==> src/rtl/minesweeper_status_display.sv <==
// minesweeper_status_display: tracks game phase, BCD timer and mine count, and registers the 4-digit display word.
module minesweeper_status_display #(
  parameter int TICK_DIV = 100_000_000,
  parameter int MINES    = 10
) (
  input  logic        clk,
  input  logic        rst,
  input  logic        new_game,
  input  logic        first_click,
  input  logic        flag_set,
  input  logic        flag_clr,
  input  logic        game_won,
  input  logic        game_lost,
  input  logic        view_sel,
  output logic [15:0] nums,
  output logic        running
);
  localparam int PW = $clog2(TICK_DIV);
  typedef enum logic [1:0] {IDLE, RUN, WON, LOST} state_t;
  state_t r_state, w_next;
  logic [PW-1:0] r_pre;
  logic [3:0] r_t2, r_t1, r_t0;
  logic signed [7:0] r_mines;
  logic r_blink, r_running;
  logic [15:0] r_nums;
  logic w_tick, w_half, w_end, w_sat, w_t0w, w_t1w, w_run, w_clr;
  logic [7:0] w_mag;
  logic [3:0] w_tens, w_ones;
  logic [11:0] w_tview;
  logic [15:0] w_mview, w_fmt;
  assign w_run   = r_state == RUN;
  assign w_clr   = !rst || new_game;
  assign w_tick  = r_pre == PW'(TICK_DIV - 1);
  assign w_half  = w_tick || r_pre == PW'(TICK_DIV / 2 - 1);
  assign w_end   = game_won || game_lost;
  assign w_sat   = {r_t2, r_t1, r_t0} == 12'h999;
  assign w_t0w   = r_t0 == 4'd9;
  assign w_t1w   = r_t1 == 4'd9;
  always_comb begin
    w_next = new_game ? IDLE :
             r_state == IDLE && first_click ? RUN :
             w_run && game_lost ? LOST :
             w_run && game_won ? WON : r_state;
  end
  always_ff @(posedge clk) begin
    if (!rst) r_state <= IDLE;
    else r_state <= w_next;
  end
  // a tick coinciding with the end of the game is dropped so the timer freezes
  always_ff @(posedge clk) begin
    if (w_clr) begin
      r_t2 <= 4'd0;
      r_t1 <= 4'd0;
      r_t0 <= 4'd0;
    end else if (w_run && w_tick && !w_end && !w_sat) begin
      r_t0 <= w_t0w ? 4'd0 : r_t0 + 4'd1;
      if (w_t0w) r_t1 <= w_t1w ? 4'd0 : r_t1 + 4'd1;
      if (w_t0w && w_t1w) r_t2 <= r_t2 + 4'd1;
    end
  end
  always_ff @(posedge clk) begin
    if (w_clr) begin
      r_pre   <= '0;
      r_blink <= 1'b1;
    end else begin
      r_pre   <= (w_run || r_state == WON) && !w_tick ? r_pre + PW'(1) : '0;
      r_blink <= r_state != WON || (r_blink ^ w_half);
    end
  end
  always_ff @(posedge clk) begin
    if (w_clr) r_mines <= 8'(MINES);
    else if (w_run && flag_set && !flag_clr && r_mines != -8'sd9) r_mines <= r_mines - 8'sd1;
    else if (w_run && flag_clr && !flag_set && r_mines != 8'(MINES)) r_mines <= r_mines + 8'sd1;
  end
  assign w_mag   = r_mines[7] ? 8'(-r_mines) : 8'(r_mines);
  assign w_tens  = 4'(w_mag / 8'd10);
  assign w_ones  = 4'(w_mag % 8'd10);
  assign w_mview = r_mines[7] ? {8'hBB, 4'hA, w_mag[3:0]} :
                   {8'hBB, w_tens == 4'd0 ? 4'hB : w_tens, w_ones};
  assign w_tview = {r_t2 == 4'd0 ? 4'hB : r_t2,
                    r_t2 == 4'd0 && r_t1 == 4'd0 ? 4'hB : r_t1, r_t0};
  always_comb begin
    w_fmt = r_state == IDLE ? (view_sel ? w_mview : 16'hAAAA) :
            r_state == RUN  ? (view_sel ? w_mview : {4'hB, w_tview}) :
            r_state == WON  ? (r_blink ? {4'hE, w_tview} : 16'hBBBB) :
            {4'hD, w_tview};
  end
  always_ff @(posedge clk) begin
    if (!rst) begin
      r_nums    <= 16'hAAAA;
      r_running <= 1'b0;
    end else begin
      r_nums    <= w_fmt;
      r_running <= w_run;
    end
  end
  assign nums    = r_nums;
  assign running = r_running;
endmodule
==> config.mk <==
export PLATFORM = sky130hd
export DESIGN_NAME = minesweeper_status_display
export DESIGN_NICKNAME = d
export VERILOG_FILES = /design/src/rtl/minesweeper_status_display.sv
export SDC_FILE = /design/constraint.sdc
export NUM_CORES = 1
export LEC_CHECK = 0
export CAP_MARGIN = 0
export CELL_PAD_IN_SITES_DETAIL_PLACEMENT = 1
export CELL_PAD_IN_SITES_GLOBAL_PLACEMENT = 1
export CORE_ASPECT_RATIO = 1.1
export CORE_MARGIN = 4
export CORE_UTILIZATION = 49
export CTS_BUF_LIST = sky130_fd_sc_hd__clkbuf_16
export CTS_CLUSTER_SIZE = 12
export DETAILED_ROUTE_END_ITERATION = 8
export PLACE_DENSITY = 0.95
export SLEW_MARGIN = 5
export SYNTH_ARGS = -nofsm -noshare
export SYNTH_HDL_FRONTEND = slang
export SYNTH_SLANG_ARGS = --single-unit
==> constraint.sdc <==
create_clock -name clk -period 8.6 [get_ports clk]
set_clock_uncertainty 0.2 [all_clocks]
set_input_delay 1.29 -clock clk [delete_from_list [all_inputs] [get_ports clk]]
set_output_delay 1.29 -clock clk [all_outputs]
set_load 0.05 [all_outputs]
==> summary.txt, run 1 <==
Synthesis
  • Synth warn: 0
  • Syn_nets: 559
  • Seq/Total Area, Yosys: 29.9%
  • Flops & latches, synth: 66
  • Asr flop ratio synth: 0%
  • Cell area after synthesis: 0.00442 mm²
  • Top_reg_cell synth: dfxtp_1
  • Cells after synthesis: 531
  • Synthesized area per cell: 8.32 µm²
  • Number of synthesized flops with an enable pin: 0
  • Count of cell types in the netlist: 89

Floorplan
  • Die Wd: 98.6 µm
  • Ports: 26
  • Starting Density: 50.1%
  • Die height: 108 µm
  • DIE AREA: 0.0106 mm²
  • Core area: 0.00883 mm²
  • Rows: 36

Finish
  • # nets final: 567
  • P&R area growth vs syn: 11.7%
  • Fillers: 1073
  • Share of cells above drive strength 1: 8.64%
  • Diodes inserted: 0
  • Final core occ: 55.9%
  • Design Area, Final: 0.00494 mm²

Placed design
  • Placed Area: 0.00464 mm²
  • Hpwl dp: 8790 µm
  • RD Place Congestion: 0.866
  • # port buffers: 24
  • Pre-CTS setup slack: 4.17 ns

Outcome
  • Status: finished, final reports clean

Clocking
  • Postcts setup bufs: 0
  • Post-CTS resize count: 0
  • Post-CTS Hold Fix Bufs: 0
  • Reg clk slew, reported paths: 0.06 ns
  • Clock Latency Late Sink: 0.34 ns
  • CTS Buf Count: 9
  • Clock Sinks: 66
  • CTS tree: done
  • CTS root buf: clkbuf_16
  • H-tree levels: 3
  • Maximum buffer depth of the clock tree: 2

Timing
  • Slew headroom: 33.7%
  • Setup TNS: 0 ns
  • Min cycle time layout: 4.23 ns
  • Max Clk Rate: 0.236 GHz
  • Final WS setup: 4.37 ns
  • Share of the clock period used by the worst path: 49.2%
  • RSZ-0062 raised after global routing: false
  • Final setup violation count: 0
  • Final Hold Fails: 0
  • Slew at the pin with the worst max-slew slack: 0.991 ns
  • Max Slew Vio Count: 0

Routing
  • DRT Pass-1 Iters: 4
  • Vias: 4132
  • Routed Antenna Nets: 0
  • Final WL: 13200 µm
  • DRC Markers: 0
  • Initial drt markers: 270
  • WL/cell: 20.1 µm
  • Via-per-instance ratio: 6.28

Global routing
  • Vias in the first global route: 4338
  • Largest net degree at the start of global routing: 28
  • Grt ovf: 0
  • First-pass GRT wire length: 21800 µm
  • Initial antenna violation count: 0
  • GRT Overall Usage: 25.5%

Power and ir drop
  • Pwr Density: 149 mW/mm²
  • Worst vdd ir: 119 µV
  • Total power: 736 µW
  • Leakage: 0.00171 µW

Worst hold path
  • Hold/Removal Path Class: reg2reg

Critical path
  • Critical Path Fanout Max: 27
  • Required time of the worst setup path: 8.65 ns
  • Crit path kind: reg2reg
  • Critical path data arrival time: 4.28 ns
  • Startpoint Class: register
  • CP Capture Type: register

Flow run
  • Number of max-cap violations: 0
==> logic make-up after synthesis <==
group / after synthesis / synth area share, %
and+or+nand+nor: 220 / 27.4
buffers and inverters: 48 / 5.66
other: 1 / 0.0848
DFF: 66 / 29.9
xor gates and xnor gates: 46 / 9.11
AOI/OAI and AO/OA: 128 / 21.6
adders and majority gates: 19 / 5.55
muxes: 3 / 0.679
==> routing by layer <==
metal / vias to the layer above / track usage (%) / share of wire [%]
met5: - / 0 / 0
met1: 2055 / 28.9 / 41
met2: 118 / 45.5 / 52
li1: 1917 / - / -
met3: 42 / 4.73 / 3.5
met4: 0 / 12.7 / 3.7
==> Yosys cell counts, types with 4 or more instances <==
cell	number	area, µm²
and4_1	4	35.0
inv_1	20	75.1
xnor2_1	24	210
buf_2	5	25.0
and2_1	5	31.3
nor3b_1	7	52.6
ha_1	18	225
or3_1	4	25.0
nor3_1	6	30.0
and3_1	14	87.6
a21oi_1	29	145
nand2b_1	10	62.6
xor2_1	22	193
o31ai_1	5	37.5
o21ai_0	25	125
clkbuf_1	14	52.6
dfxtp_1	66	1320
nand2_1	33	124
nor2_1	64	240
nand3_1	23	115
nor2b_1	13	81.3
nand4_1	10	62.6
o211ai_1	6	45.0
==> report_power, final <==
group	switching (µW)	internal [µW]	total, µW
Clock	143	226	369
Sequential	2.11	310	312
Combinational	36.2	18.6	54.8
==> registers in the layout, summed over array words and instances (netlist names) <==
register  cells
r_pre        27
nums         15
r_mines       8
r_t0          4
r_t1          4
r_t2          4
r_state       2
r_blink       1
running       1
==> stage by stage <==
step	cells	hold slack, ns
global placement	642	0.254
detailed placement	642	0.276
CTS	658	0.289
finish	658	0.280
global route	658	0.330
floorplan	531	0.238
==> layout by cell type (no fill, tap or decap), types with 3 or more instances in the layout <==
cell,count
and3_1,14
o21ai_1,3
nor2_1,64
inv_1,20
o22ai_1,3
o21ai_0,25
nand3b_1,3
a221oi_1,3
and4_1,4
o221ai_1,3
nor3b_1,7
or3_1,4
mux2i_1,3
ha_1,18
o21bai_1,3
nor3_1,6
nor4_1,3
nand3_1,23
xnor2_1,24
a21o_1,3
o31ai_1,5
a21oi_1,29
nand2b_1,10
xor2_1,22
o211ai_1,6
dfxtp_1,66
nand4_1,10
nor2b_1,13
and2_1,5
clkdlybuf4s50_1,24
clkbuf_16,9
nand2_1,33
==> critical path, cell delays in order, from the launching register on <==
cell and delay, ns:
dfxtp_1 0.95, nand2_1 0.30, o311a_1 0.45, nand2_1 0.15
inv_1 0.15, ha_1 0.30, a21o_2 0.21, a21oi_1 0.22
o21bai_1 0.11, a21oi_1 0.24, o21bai_1 0.09, a21oi_1 0.19
xnor2_1 0.09, or3_1 0.34, a21oi_1 0.15
==> layout make-up <==
cell class,instances,area (µm²),share of cell area [%]
clock buffer,9,225,4.56
clock inverter,7,76.3,1.55
inverter,20,75.1,1.52
multi-input combinational,417,2850,57.7
sequential,66,1320,26.8
tap,114,143,2.89
timing repair buffer,25,248,5.02
==> path summary, 6_finish.rpt <==
path                 to       start  cells past startpoint  slack (ns)
max          r_mines[7]  r_mines[7]                     14        4.37
min            r_pre[0]    r_pre[0]                      1        0.28
max reg2reg  r_mines[7]  r_mines[7]                     14        4.37
min reg2reg    r_pre[0]    r_pre[0]                      1        0.28
Note: power is estimated with default switching activity, not from simulation.
==> run 2: changes to the inputs <==
--- a/config.mk
+++ b/config.mk
@@ -10,11 +10,11 @@
 export CELL_PAD_IN_SITES_GLOBAL_PLACEMENT = 1
 export CORE_ASPECT_RATIO = 1.1
 export CORE_MARGIN = 4
-export CORE_UTILIZATION = 49
+export CORE_UTILIZATION = 46
 export CTS_BUF_LIST = sky130_fd_sc_hd__clkbuf_16
 export CTS_CLUSTER_SIZE = 12
 export DETAILED_ROUTE_END_ITERATION = 8
-export PLACE_DENSITY = 0.95
+export PLACE_DENSITY = 0.93
 export SLEW_MARGIN = 5
 export SYNTH_ARGS = -nofsm -noshare
 export SYNTH_HDL_FRONTEND = slang
==> constraint.sdc (replaced) <==
create_clock -name clk -period 4.28 [get_ports clk]
set_clock_uncertainty 0.2 [all_clocks]
set_input_delay 0.642 -clock clk [delete_from_list [all_inputs] [get_ports clk]]
set_output_delay 0.642 -clock clk [all_outputs]
set_load 0.05 [all_outputs]
==> run 2 against run 1 <==
  * Utilization decreased by 2.3 points
  * Clock-buffer cell count unchanged
  * Power increased by 100%
  * Via count decreased by 0.87%
  * Sequential share of layout area decreased by 0.42 points
  * First-iteration DRC count decreased by 41%
  * Largest power group unchanged
==> summary.txt, run 2 (synthesis gave the netlist of run 1 again) <==
Routing
  • WL/cell: 19.9 µm (-0.85%)
  • Initial drt markers: 160 (-41%)
  • Vias: 4096 (-0.87%)
  • DRT Pass-1 Iters: 4 (unchanged)
  • DRC Markers: 0 (unchanged)
  • Final WL: 13400 µm (+1.3%)
  • Via-per-instance ratio: 6.10 (-2.9%)
  • Routed Antenna Nets: 0 (unchanged)

Placed design
  • RD Place Congestion: 0.895 (+3.3%)
  • Placed Area: 0.00469 mm² (+1.2%)
  • # port buffers: 24 (unchanged)
  • Hpwl dp: 9150 µm (+4.1%)

Critical path
  • Crit path kind: reg2reg
  • Startpoint Class: register
  • Worst Setup SP: r_mines[0]
  • CP Capture Type: register
  • Reg2Reg Depth: 13 (-1)
  • Critical R2R Launch: r_mines[0]
  • Critical Path Fanout Max: 9 (-67%)
  • Worst R2R End: nums[3]
  • Required time of the worst setup path: 4.26 ns (-4.39 ns)
  • Critical path data arrival time: 3.90 ns (-0.38 ns)
  • R2R setup slack: 0.37 ns (-4.00 ns)

Power and ir drop
  • P_int: 1110 µW (+100%)
  • Leakage: 0.00177 µW (+3.4%)
  • Sequential Power Share: 42.5% (about the same)
  • Switching portion of total power: 24.8% (+0.096 points)
  • Clk pwr share: 50.0% (-0.2 points)
  • Share of power burned in combinational logic: 7.5% (about the same)
  • Psw: 365 µW (+100%)
  • Pwr Density: 294 mW/mm² (+97%)
  • Worst vdd ir: 241 µV (+100%)

Timing
  • RSZ-0062 raised after global routing: false
  • Slew at the pin with the worst max-slew slack: 1.05 ns (+0.0556 ns)
  • Share of the clock period used by the worst path: 91.4% (+42 points)
  • Min cycle time layout: 3.91 ns (-0.319 ns)
  • Final setup violation count: 0 (unchanged)
  • Setup TNS: 0 ns (unchanged)
  • Slew headroom: 29.7% (-4.0 points)
  • Final Hold Fails: 0 (unchanged)
  • Max Clk Rate: 0.256 GHz (+8.2%)
  • Max Slew Vio Count: 0 (unchanged)

Worst hold path
  • Hold Crit Endpoint: r_pre[0]
  • HP Start: r_pre[0]
  • Hold path depth: 1 (unchanged)
  • Hold/Removal Path Class: reg2reg

Clocking
  • CTS tree: done
  • Maximum buffer depth of the clock tree: 2 (unchanged)
  • H-tree levels: 3 (unchanged)
  • CTS Buf Count: 9 (unchanged)
  • Clock Latency Late Sink: 0.34 ns (about the same)
  • Clock Sinks: 66 (unchanged)
  • Reg clk slew, reported paths: 0.06 ns (about the same)
  • Post-CTS Hold Fix Bufs: 0 (unchanged)
  • CTS root buf: clkbuf_16

Finish
  • Commonest non-fill, non-tap cells in the layout: 66 x dfxtp_1, 64 x nor2_1, 33 x nand2_1
  • Design Area, Final: 0.00502 mm² (+1.6%)
  • Diodes inserted: 0 (unchanged)
  • # nets final: 578 (+1.9%)
  • Most common cell after layout, fill and taps aside: dfxtp_1
  • Area occupied by multi-input gates: 0.00285 mm² (unchanged)
  • Number of flip-flops in the largest register: 27 (unchanged)
  • Share of cells above drive strength 1: 10.3% (+1.6 points)
  • P&R area growth vs syn: 13.5%
  • Register area: 0.00132 mm² (unchanged)
  • Largest reg by FF count: r_pre
  • Fillers: 1134 (+5.7%)

Floorplan
  • DIE AREA: 0.0112 mm² (+6.0%)
  • Core area: 0.00935 mm² (+5.9%)
  • Die height: 111 µm (+3.0%)
  • Die Wd: 101 µm (+2.9%)
  • Ports: 26 (unchanged)
  • Starting Density: 47.3% (-2.8 points)
  • Rows: 37 (+2.8%)

Global routing
  • Vias in the first global route: 4372 (+0.78%)
  • Grt ovf: 0 (unchanged)
  • First-pass GRT wire length: 22100 µm (+1.3%)
  • GR Util met3: 4.66% (-0.074 points)
  • Initial antenna violation count: 0 (unchanged)
  • Met2 Resource Use GR: 44.0% (-1.5 points)
  • GR Util met1: 27.1% (-1.7 points)
  • Most Used Layer, Global Route: met2
  • GRT Overall Usage: 24.5% (-0.93 points)
  • Largest net degree at the start of global routing: 27 (-3.6%)

Flow run
  • Number of max-cap violations: 0 (unchanged)

Outcome
  • Status: finished, final reports clean
## run 2: changes by cell type in the layout (fill, tap and decap cells not counted)
cell | previous run | this run
clkinv_1 | 0 | 1
buf_4 | 1 | 12
inv_6 | 2 | 1
clkinvlp_4 | 2 | 1
clkinv_2 | 1 | 2
a21boi_1 | 0 | 1
a21boi_0 | 2 | 1
## run 2: per-layer routing
| metal | wire length (µm) | part of all wire, % |
|---|---|---|
| met1 | 5340 | 40 |
| met4 | 520 | 3.9 |
| met3 | 457 | 3.4 |
| met2 | 7070 | 53 |
| met5 | 0 | 0 |
## run 2: worst max path at each step
stage | end | slack, ns | cells after the start
2_1_floorplan | nums[2] | 0.94 | 13
3_3_place_gp | nums[2] | 0.57 | 12
3_5_place_dp | nums[5] | 0.36 | 12
4_1_cts | nums[3] | 0.29 | 12
5_1_grt | nums[3] | 0.04 | 13
6_report | nums[3] | 0.37 | 13
## run 2: what timing repair did
item | CTS | global route
gates resized for setup | 0 | 1
buffers inserted | 0 | 4
endpoints found under the setup margin | 0 | 4
## run 2: critical path, stage by stage (launching register included)
cell and delay (ns):
dfxtp_1 0.54, inv_1 0.24, ha_1 0.31, nor3b_4 0.21, buf_4 0.20, a31oi_1 0.36
a21boi_1 0.34, nand4b_1 0.25, o21a_2 0.22, and3_1 0.17, o21ai_0 0.15, a32oi_1 0.09
o31ai_1 0.34, nand3_1 0.13
## run 2: power by group through the flow
stage | combinational, µW | sequential, µW | clock, µW
floorplan | 47.6 | 664 | 0
global placement | 105 | 639 | 0
detailed placement | 108 | 640 | 0
CTS | 111 | 626 | 751
global route | 119 | 627 | 774
finish | 111 | 626 | 738
## run 2: per-stage QoR
step	util [%]	total power [µW]	instances	setup WS, ns	hold WS (ns)
floorplan	-	711	531	0.938	0.238
global placement	50.2	744	652	0.571	0.257
detailed placement	50.2	748	652	0.364	0.290
CTS	53.3	1490	668	0.292	0.295
global route	53.6	1520	672	0.0424	0.319
finish	53.6	1480	672	0.367	0.277
## run 2: area by class of cell
cell class | count | share of cell area (%)
Multi-Input combinational cell | 417 | 56.8
Sequential cell | 66 | 26.3
Timing Repair Buffer | 36 | 6.59
Clock buffer | 9 | 4.49
Tap cell | 117 | 2.92
Inverter | 20 | 1.50
Clock inverter | 7 | 1.37
==> run 3: changes to the inputs <==
--- a/config.mk
+++ b/config.mk
@@ -15,6 +15,7 @@
 export CTS_CLUSTER_SIZE = 12
 export DETAILED_ROUTE_END_ITERATION = 8
 export PLACE_DENSITY = 0.93
+export SKIP_LAST_GASP = 1
 export SLEW_MARGIN = 5
 export SYNTH_ARGS = -nofsm -noshare
 export SYNTH_HDL_FRONTEND = slang
==> results of run 3 <==
Same layout as run 2: the final DEF is identical, and so are final timing and power.
